<file path="src/rtl/afinador_pkg.sv">
// Shared types and defaults for the frame sequencer: FSM state encoding,
// parameter defaults and the bit-reversal helper used for FFT input ordering.
package afinador_pkg;

  localparam int N_LOG2_DEF = 10;
  localparam int DATA_W_DEF = 10;
  localparam int ADDR_W_DEF = 11;
  localparam int MAG_W_DEF  = 16;
  localparam int REV_MAX_W  = 16;

  typedef enum logic [2:0] {
    ST_IDLE,
    ST_CAPTURE,
    ST_START,
    ST_WAIT,
    ST_SCAN,
    ST_REPORT
  } state_t;

  // Reverses the low w bits of v; bits at and above w come back as zero.
  function automatic logic [REV_MAX_W-1:0] bit_rev(input logic [REV_MAX_W-1:0] v,
                                                   input int w);
    logic [REV_MAX_W-1:0] r;
    r = '0;
    for (int i = 0; i < REV_MAX_W; i++) begin
      for (int j = 0; j < REV_MAX_W; j++) begin
        if ((i < w) && (i + j == w - 1)) r[i] = v[j];
      end
    end
    return r;
  endfunction

endpackage

</file>
<file path="src/rtl/frame_sequencer_peak_finder.sv">
// Running-maximum tracker over a stream of (bin, magnitude) pairs.
// The first pair after a clear is taken unconditionally; later ones replace it only if strictly larger.
module peak_finder import afinador_pkg::*; #(
  parameter int BIN_W = N_LOG2_DEF - 1,
  parameter int MAG_W = MAG_W_DEF
) (
  input  logic             clk,
  input  logic             rst_n,
  input  logic             i_clear,
  input  logic             i_valid,
  input  logic [BIN_W-1:0] i_bin,
  input  logic [MAG_W-1:0] i_mag,
  output logic [BIN_W-1:0] o_bin,
  output logic [MAG_W-1:0] o_mag
);

  logic             r_first;
  logic [BIN_W-1:0] r_bin;
  logic [MAG_W-1:0] r_mag;

  always_ff @(posedge clk or negedge rst_n) begin
    if (!rst_n) begin
      r_first <= 1'b1;
      r_bin   <= '0;
      r_mag   <= '0;
    end else if (i_clear) begin
      r_first <= 1'b1;
      r_bin   <= '0;
      r_mag   <= '0;
    end else if (i_valid && (r_first || (i_mag > r_mag))) begin
      r_first <= 1'b0;
      r_bin   <= i_bin;
      r_mag   <= i_mag;
    end
  end

  assign o_bin = r_bin;
  assign o_mag = r_mag;

endmodule

</file>
<file path="src/rtl/frame_sequencer.sv">
// Captures one frame of ADC samples in bit-reversed order, kicks the FFT core,
// then scans the non-DC half-spectrum for its strongest bin and reports it.
module frame_sequencer import afinador_pkg::*; #(
  parameter int N_LOG2 = N_LOG2_DEF,
  parameter int DATA_W = DATA_W_DEF,
  parameter int ADDR_W = ADDR_W_DEF,
  parameter int MAG_W  = MAG_W_DEF
) (
  input  logic              clk,
  input  logic              rst_n,
  input  logic              enable,
  input  logic [DATA_W-1:0] sample_in,
  input  logic              sample_valid,
  output logic [ADDR_W-1:0] mem_addr,
  output logic [DATA_W-1:0] mem_wdata,
  output logic              mem_we,
  output logic              fft_start,
  input  logic              fft_done,
  output logic [N_LOG2-2:0] mag_addr,
  input  logic [MAG_W-1:0]  mag_rdata,
  output logic [N_LOG2-2:0] peak_bin,
  output logic [MAG_W-1:0]  peak_mag,
  output logic              peak_valid,
  output logic              busy,
  output logic              overrun,
  output state_t            dbg_state
);

  localparam int BIN_W = N_LOG2 - 1;

  state_t            r_state;
  logic [N_LOG2-1:0] r_cnt;
  logic [BIN_W-1:0]  r_scan_cnt;
  logic [ADDR_W-1:0] r_mem_addr;
  logic [DATA_W-1:0] r_mem_wdata;
  logic              r_mem_we;
  logic              r_fft_start;
  logic [BIN_W-1:0]  r_mag_addr;
  logic [BIN_W-1:0]  r_peak_bin;
  logic [MAG_W-1:0]  r_peak_mag;
  logic              r_peak_valid;
  logic              r_overrun;

  logic [N_LOG2-1:0] w_rev;
  logic              w_pf_clear;
  logic              w_pf_valid;
  logic [BIN_W-1:0]  w_pf_bin;
  logic [MAG_W-1:0]  w_pf_mag;

  assign w_rev = N_LOG2'(bit_rev(REV_MAX_W'(r_cnt), N_LOG2));

  // Read data for the address issued in SCAN cycle k-1 arrives in cycle k, so
  // cycle k carries bin k; cycle 0 has no data (DC bin is never read).
  assign w_pf_clear = (r_state == ST_WAIT) && fft_done;
  assign w_pf_valid = (r_state == ST_SCAN) && (r_scan_cnt != '0);

  peak_finder #(
    .BIN_W (BIN_W),
    .MAG_W (MAG_W)
  ) u_peak_finder (
    .clk     (clk),
    .rst_n   (rst_n),
    .i_clear (w_pf_clear),
    .i_valid (w_pf_valid),
    .i_bin   (r_scan_cnt),
    .i_mag   (mag_rdata),
    .o_bin   (w_pf_bin),
    .o_mag   (w_pf_mag)
  );

  always_ff @(posedge clk or negedge rst_n) begin
    if (!rst_n) begin
      r_state      <= ST_IDLE;
      r_cnt        <= '0;
      r_scan_cnt   <= '0;
      r_mem_addr   <= '0;
      r_mem_wdata  <= '0;
      r_mem_we     <= 1'b0;
      r_fft_start  <= 1'b0;
      r_mag_addr   <= '0;
      r_peak_bin   <= '0;
      r_peak_mag   <= '0;
      r_peak_valid <= 1'b0;
      r_overrun    <= 1'b0;
    end else begin
      r_mem_we     <= 1'b0;
      r_fft_start  <= 1'b0;
      r_peak_valid <= 1'b0;
      if (sample_valid &&
          (r_state inside {ST_START, ST_WAIT, ST_SCAN, ST_REPORT})) begin
        r_overrun <= 1'b1;
      end
      case (r_state)
        ST_IDLE: begin
          if (enable) begin
            r_state   <= ST_CAPTURE;
            r_cnt     <= '0;
            r_overrun <= 1'b0;
          end
        end
        ST_CAPTURE: begin
          if (!enable) begin
            r_state <= ST_IDLE;
          end else if (sample_valid) begin
            r_mem_we    <= 1'b1;
            r_mem_addr  <= ADDR_W'(w_rev);
            r_mem_wdata <= sample_in;
            r_cnt       <= r_cnt + 1'b1;
            if (r_cnt == '1) begin
              // fft_start is raised on entry so it is high exactly while in START.
              r_state     <= ST_START;
              r_fft_start <= 1'b1;
            end
          end
        end
        ST_START: begin
          r_state <= ST_WAIT;
        end
        ST_WAIT: begin
          if (fft_done) begin
            r_state    <= ST_SCAN;
            r_scan_cnt <= '0;
            r_mag_addr <= BIN_W'(1);
          end
        end
        ST_SCAN: begin
          r_scan_cnt <= r_scan_cnt + 1'b1;
          if (r_mag_addr != '1) r_mag_addr <= r_mag_addr + 1'b1;
          if (r_scan_cnt == '1) begin
            r_state    <= ST_REPORT;
            r_mag_addr <= '0;
          end
        end
        ST_REPORT: begin
          r_peak_bin   <= w_pf_bin;
          r_peak_mag   <= w_pf_mag;
          r_peak_valid <= 1'b1;
          if (enable) begin
            r_state <= ST_CAPTURE;
            r_cnt   <= '0;
          end else begin
            r_state <= ST_IDLE;
          end
        end
        default: r_state <= ST_IDLE;
      endcase
    end
  end

  assign mem_addr   = r_mem_addr;
  assign mem_wdata  = r_mem_wdata;
  assign mem_we     = r_mem_we;
  assign fft_start  = r_fft_start;
  assign mag_addr   = r_mag_addr;
  assign peak_bin   = r_peak_bin;
  assign peak_mag   = r_peak_mag;
  assign peak_valid = r_peak_valid;
  assign overrun    = r_overrun;
  assign busy       = (r_state != ST_IDLE);
  assign dbg_state  = r_state;

endmodule

</file>
<file path="config.mk">
export PLATFORM = sky130hd
export DESIGN_NAME = frame_sequencer
export DESIGN_NICKNAME = d
export VERILOG_FILES = /design/src/rtl/afinador_pkg.sv /design/src/rtl/frame_sequencer_peak_finder.sv /design/src/rtl/frame_sequencer.sv
export SDC_FILE = /design/constraint.sdc
export NUM_CORES = 1
export LEC_CHECK = 0
export CAP_MARGIN = 20
export CORE_MARGIN = 1
export CORE_UTILIZATION = 52
export DETAILED_ROUTE_END_ITERATION = 12
export HOLD_SLACK_MARGIN = 0.08
export PLACE_DENSITY = 0.84
export RECOVER_POWER = 25
export SLEW_MARGIN = 5
export SYNTH_ARGS = -nofsm -noshare
export SYNTH_HDL_FRONTEND = slang
export SYNTH_SLANG_ARGS = --single-unit
</file>
<file path="constraint.sdc">
create_clock -name clk -period 2.7 [get_ports clk]
set_clock_uncertainty 0.2 [all_clocks]
set_input_delay 0.675 -clock clk [delete_from_list [all_inputs] [get_ports clk]]
set_output_delay 0.675 -clock clk [all_outputs]
set_load 0.03 [all_outputs]
</file>
==> flow_metrics.tcl <==
set metrics [dict create \
    maxSlewHeadroom_pct 24.8 \
    clk_latency_ps 370 \
    portBuffers 92 \
    diodes 0 \
    crit_path_max_fanout 2 \
    vdd_drop_max_mv 0.325 \
    gp_congestion 0.867 \
    fin_cells 787 \
    critPathKind "reg -> out" \
    worst_pin_slew_ps 1120 \
    drive_above_1_share_pct 9.73 \
    ys_types 43 \
    r2r_cells 9 \
    async_flop_share_pct 100 \
    syn_to_final_growth_pct 30.1 \
    wirelength_um 12000 \
    ys_seq_area_share_pct 53.3 \
    multiInputGateArea_um2 2140 \
    postSynthCellCount 539 \
    hpwl_um 8220 \
    end_kind "primary output" \
    setup_viol 0 \
    grt_pass1_vias 4261 \
    clk_pin_slew_ps 110 \
    dp_cells 766 \
    start_kind "flip-flop" \
    cts.root.buffer_cell "clkbuf_8" \
    antenna_found_initial 0 \
    yosysTopAreaCell "dfrtp_1" \
    crit_path_end "busy" \
    track_usage_pct 25.2 \
    die_w_um 99.8 \
    r2r_start "u_peak_finder.o_mag[5]" \
    drcViolationCount 0 \
    critPathRequiredTime_ps 1820 \
    initial_core_util_pct 53.8 \
    powerDensity_nw_per_um2 509 \
    cts-buffers-inserted 9 \
    vias 4214 \
    critPathArrivalTime_ps 1760 \
    nNetsFinal 706 \
    drtIter0Drc 350 \
    dieArea_um2 9960 \
    wl_per_cell_um 15.3 \
    rsz0062_at_grt "false" \
    num-fill-cells 694 \
    yosys-top-cells-area "dfrtp_1 53%, nand2_1 12%, ha_1 5.5%, o21ai_0 5.2%, mux2i_1 5.0%" \
    clock-sinks 106 \
    pin_count 94 \
    status "complete, no violations" \
    fin_crit_ps 2630 \
    ff_latch_area_um2 2650 \
    hold_violations 0 \
    rows 35 \
    dr.pass1.iters 5 \
    ys.flop_type "dfrtp_1" \
    coreArea_um2 9240 \
    hp-class "reg -> reg" \
    p_leak_nw 3.33 \
    synth_edf_count 0 \
    die_y_um 99.8 \
    final_core_util_pct 70.0 \
    synth_top_area_share_pct 52.8 \
    avgSynthCellArea_um2 9.23 \
    grt_start_max_net_pins 45 \
    rrSetupSlack_ps 120 \
    grt_pass1_wl_um 19800 \
    cts_tree "done" \
    grt_overflow 0 \
    synth_nets 592 \
    fin_crit_sh_pct 97.5 \
    clock.fmax_mhz 380 \
    max_cap_viol_count 0 \
    ys_warn_count 0 \
    syn_area_um2 4970 \
    slew_viol_final 0 \
    ys_seq_elements 106 \
    cts_buffer_depth 2 \
    cp-startpoint "dbg_state[2]" \
    drt-vias-per-instance 5.35 \
    regToRegEndpoint "u_peak_finder.o_mag[10]" \
    final_antenna_net_count 0 \
    cts_max_level 3 \
]
critical path, cell delays in order (launching register included):
cell             delay [ps]
dfrtp_1                 390
or3_1                   380
clkdlybuf4s50_1         630
report_power, final:
part	switching, mW	total, mW	internal, mW
logic	0.358	0.610	0.251
registers	0.0604	1.73	1.67
clock network	0.578	0.949	0.371
how the worst min path moves through the flow:
| stage | from | end | cells after the start |
|---|---|---|---|
| floorplan | rst_n | dbg_state[0] | 0 |
| global route | peak_bin[7] | peak_bin[7] | 2 |
| CTS | rst_n | r_cnt[0] | 1 |
| detailed placement | mem_wdata[5] | mem_wdata[5] | 2 |
| finish | u_peak_finder.o_bin[2] | peak_bin[2] | 2 |
| global placement | u_peak_finder.o_bin[0] | peak_bin[0] | 2 |
cell usage after synthesis (3+ instances only):
| cell | number |
|---|---|
| nor2b_1 | 5 |
| nand4_1 | 8 |
| nand2_1 | 158 |
| mux2i_1 | 25 |
| nand3_1 | 14 |
| a21oi_1 | 10 |
| nor2_1 | 25 |
| clkbuf_1 | 13 |
| o31ai_1 | 5 |
| ha_1 | 22 |
| dfrtp_1 | 105 |
| o21ai_0 | 52 |
| a21o_1 | 3 |
| a31oi_1 | 3 |
| buf_2 | 3 |
| nand3b_1 | 3 |
| inv_1 | 44 |
| and3_1 | 9 |
stage by stage:
stage | cell area [µm²] | power [mW] | hold slack (ps) | setup TNS, ps | setup slack (ps)
4_1_cts | 6470 | 3.30 | 107 | 0 | 15.2
2_1_floorplan | 4970 | 2.06 | 179 | 0 | 4.51
3_3_place_gp | 6170 | 2.34 | 255 | -8490 | -341
5_1_grt | 6470 | 3.43 | 302 | 0 | 2.66
6_report | 6470 | 3.29 | 278 | 0 | 67.1
3_5_place_dp | 6170 | 2.36 | 261 | -11290 | -505
cell usage in the layout, fill, tap and decap left out, types with 2 or more instances in the layout:
cell type	n
nand2_1	158
dfrtp_1	105
clkdlybuf4s50_1	78
o21ai_0	52
inv_1	44
nor2_1	24
buf_4	24
mux2i_1	23
ha_1	17
nand3_1	14
clkbuf_8	10
dlygate4sd2_1	10
and3_1	9
a21oi_1	9
nand4_1	8
nor2b_1	5
o31ai_1	5
ha_4	4
nand3b_1	3
a31oi_1	3
a21o_1	3
clkbuf_2	3
or3_1	2
a21boi_0	2
a22o_1	2
nand2b_1	2
a21oi_2	2
mux2i_2	2
inv_6	2
clkinv_4	2
clkinvlp_4	2
dlymetal6s2s_1	2
buf_6	2
what timing repair did:
action,in CTS,in global routing
resized for setup,18,14
hold buffers,0,0
setup endpoints to repair,25,27
buffers inserted,3,1
pin swaps,16,10
cloned,2,0
logic make-up (layout without fill, tap and decap cells):
kind of cell | count (synthesis) | count (layout) | synth area share, %
other cells | 1 | 1 | 0.0754
fa+ha+maj | 22 | 22 | 5.53
xor+xnor | 1 | 1 | 0.176
flops | 106 | 106 | 53.3
compound gates | 87 | 87 | 10.4
mux | 25 | 25 | 5.03
buf+inv | 64 | 183 | 5.43
simple gates | 233 | 233 | 20.0
registers in the layout, indices dropped and copies added, names as in the netlist:
register               count
dbg_state                  3
fft_start                  1
mag_addr                   9
mem_addr                  10
mem_wdata                 10
mem_we                     1
overrun                    1
peak_bin                   9
peak_mag                  16
peak_valid                 1
r_cnt                     10
r_scan_cnt                 9
u_peak_finder.o_bin        9
u_peak_finder.o_mag       16
u_peak_finder.r_first      1
metal layers:
metal  part of all wire [%]  wire length (µm)  vias up  global-route usage (%)
met5                      0                 0        -                       0
met4                    2.0               239        0                    9.16
met3                    4.6               547       29                    4.04
met2                     51              6150      137                    43.5
met1                     42              5080     2040                    32.3
li1                       -                 -     2008                       -
area by class of cell:
type                    count  share of cell area [%]
inverters                  45                    2.61
multi-input cells         369                    33.0
clock inverters             6                   0.773
well taps                 129                    2.49
clock buffers              10                    2.13
flip-flops and latches    106                    41.0
repair buffers            122                    18.0
(Power assumes the default switching activity.)
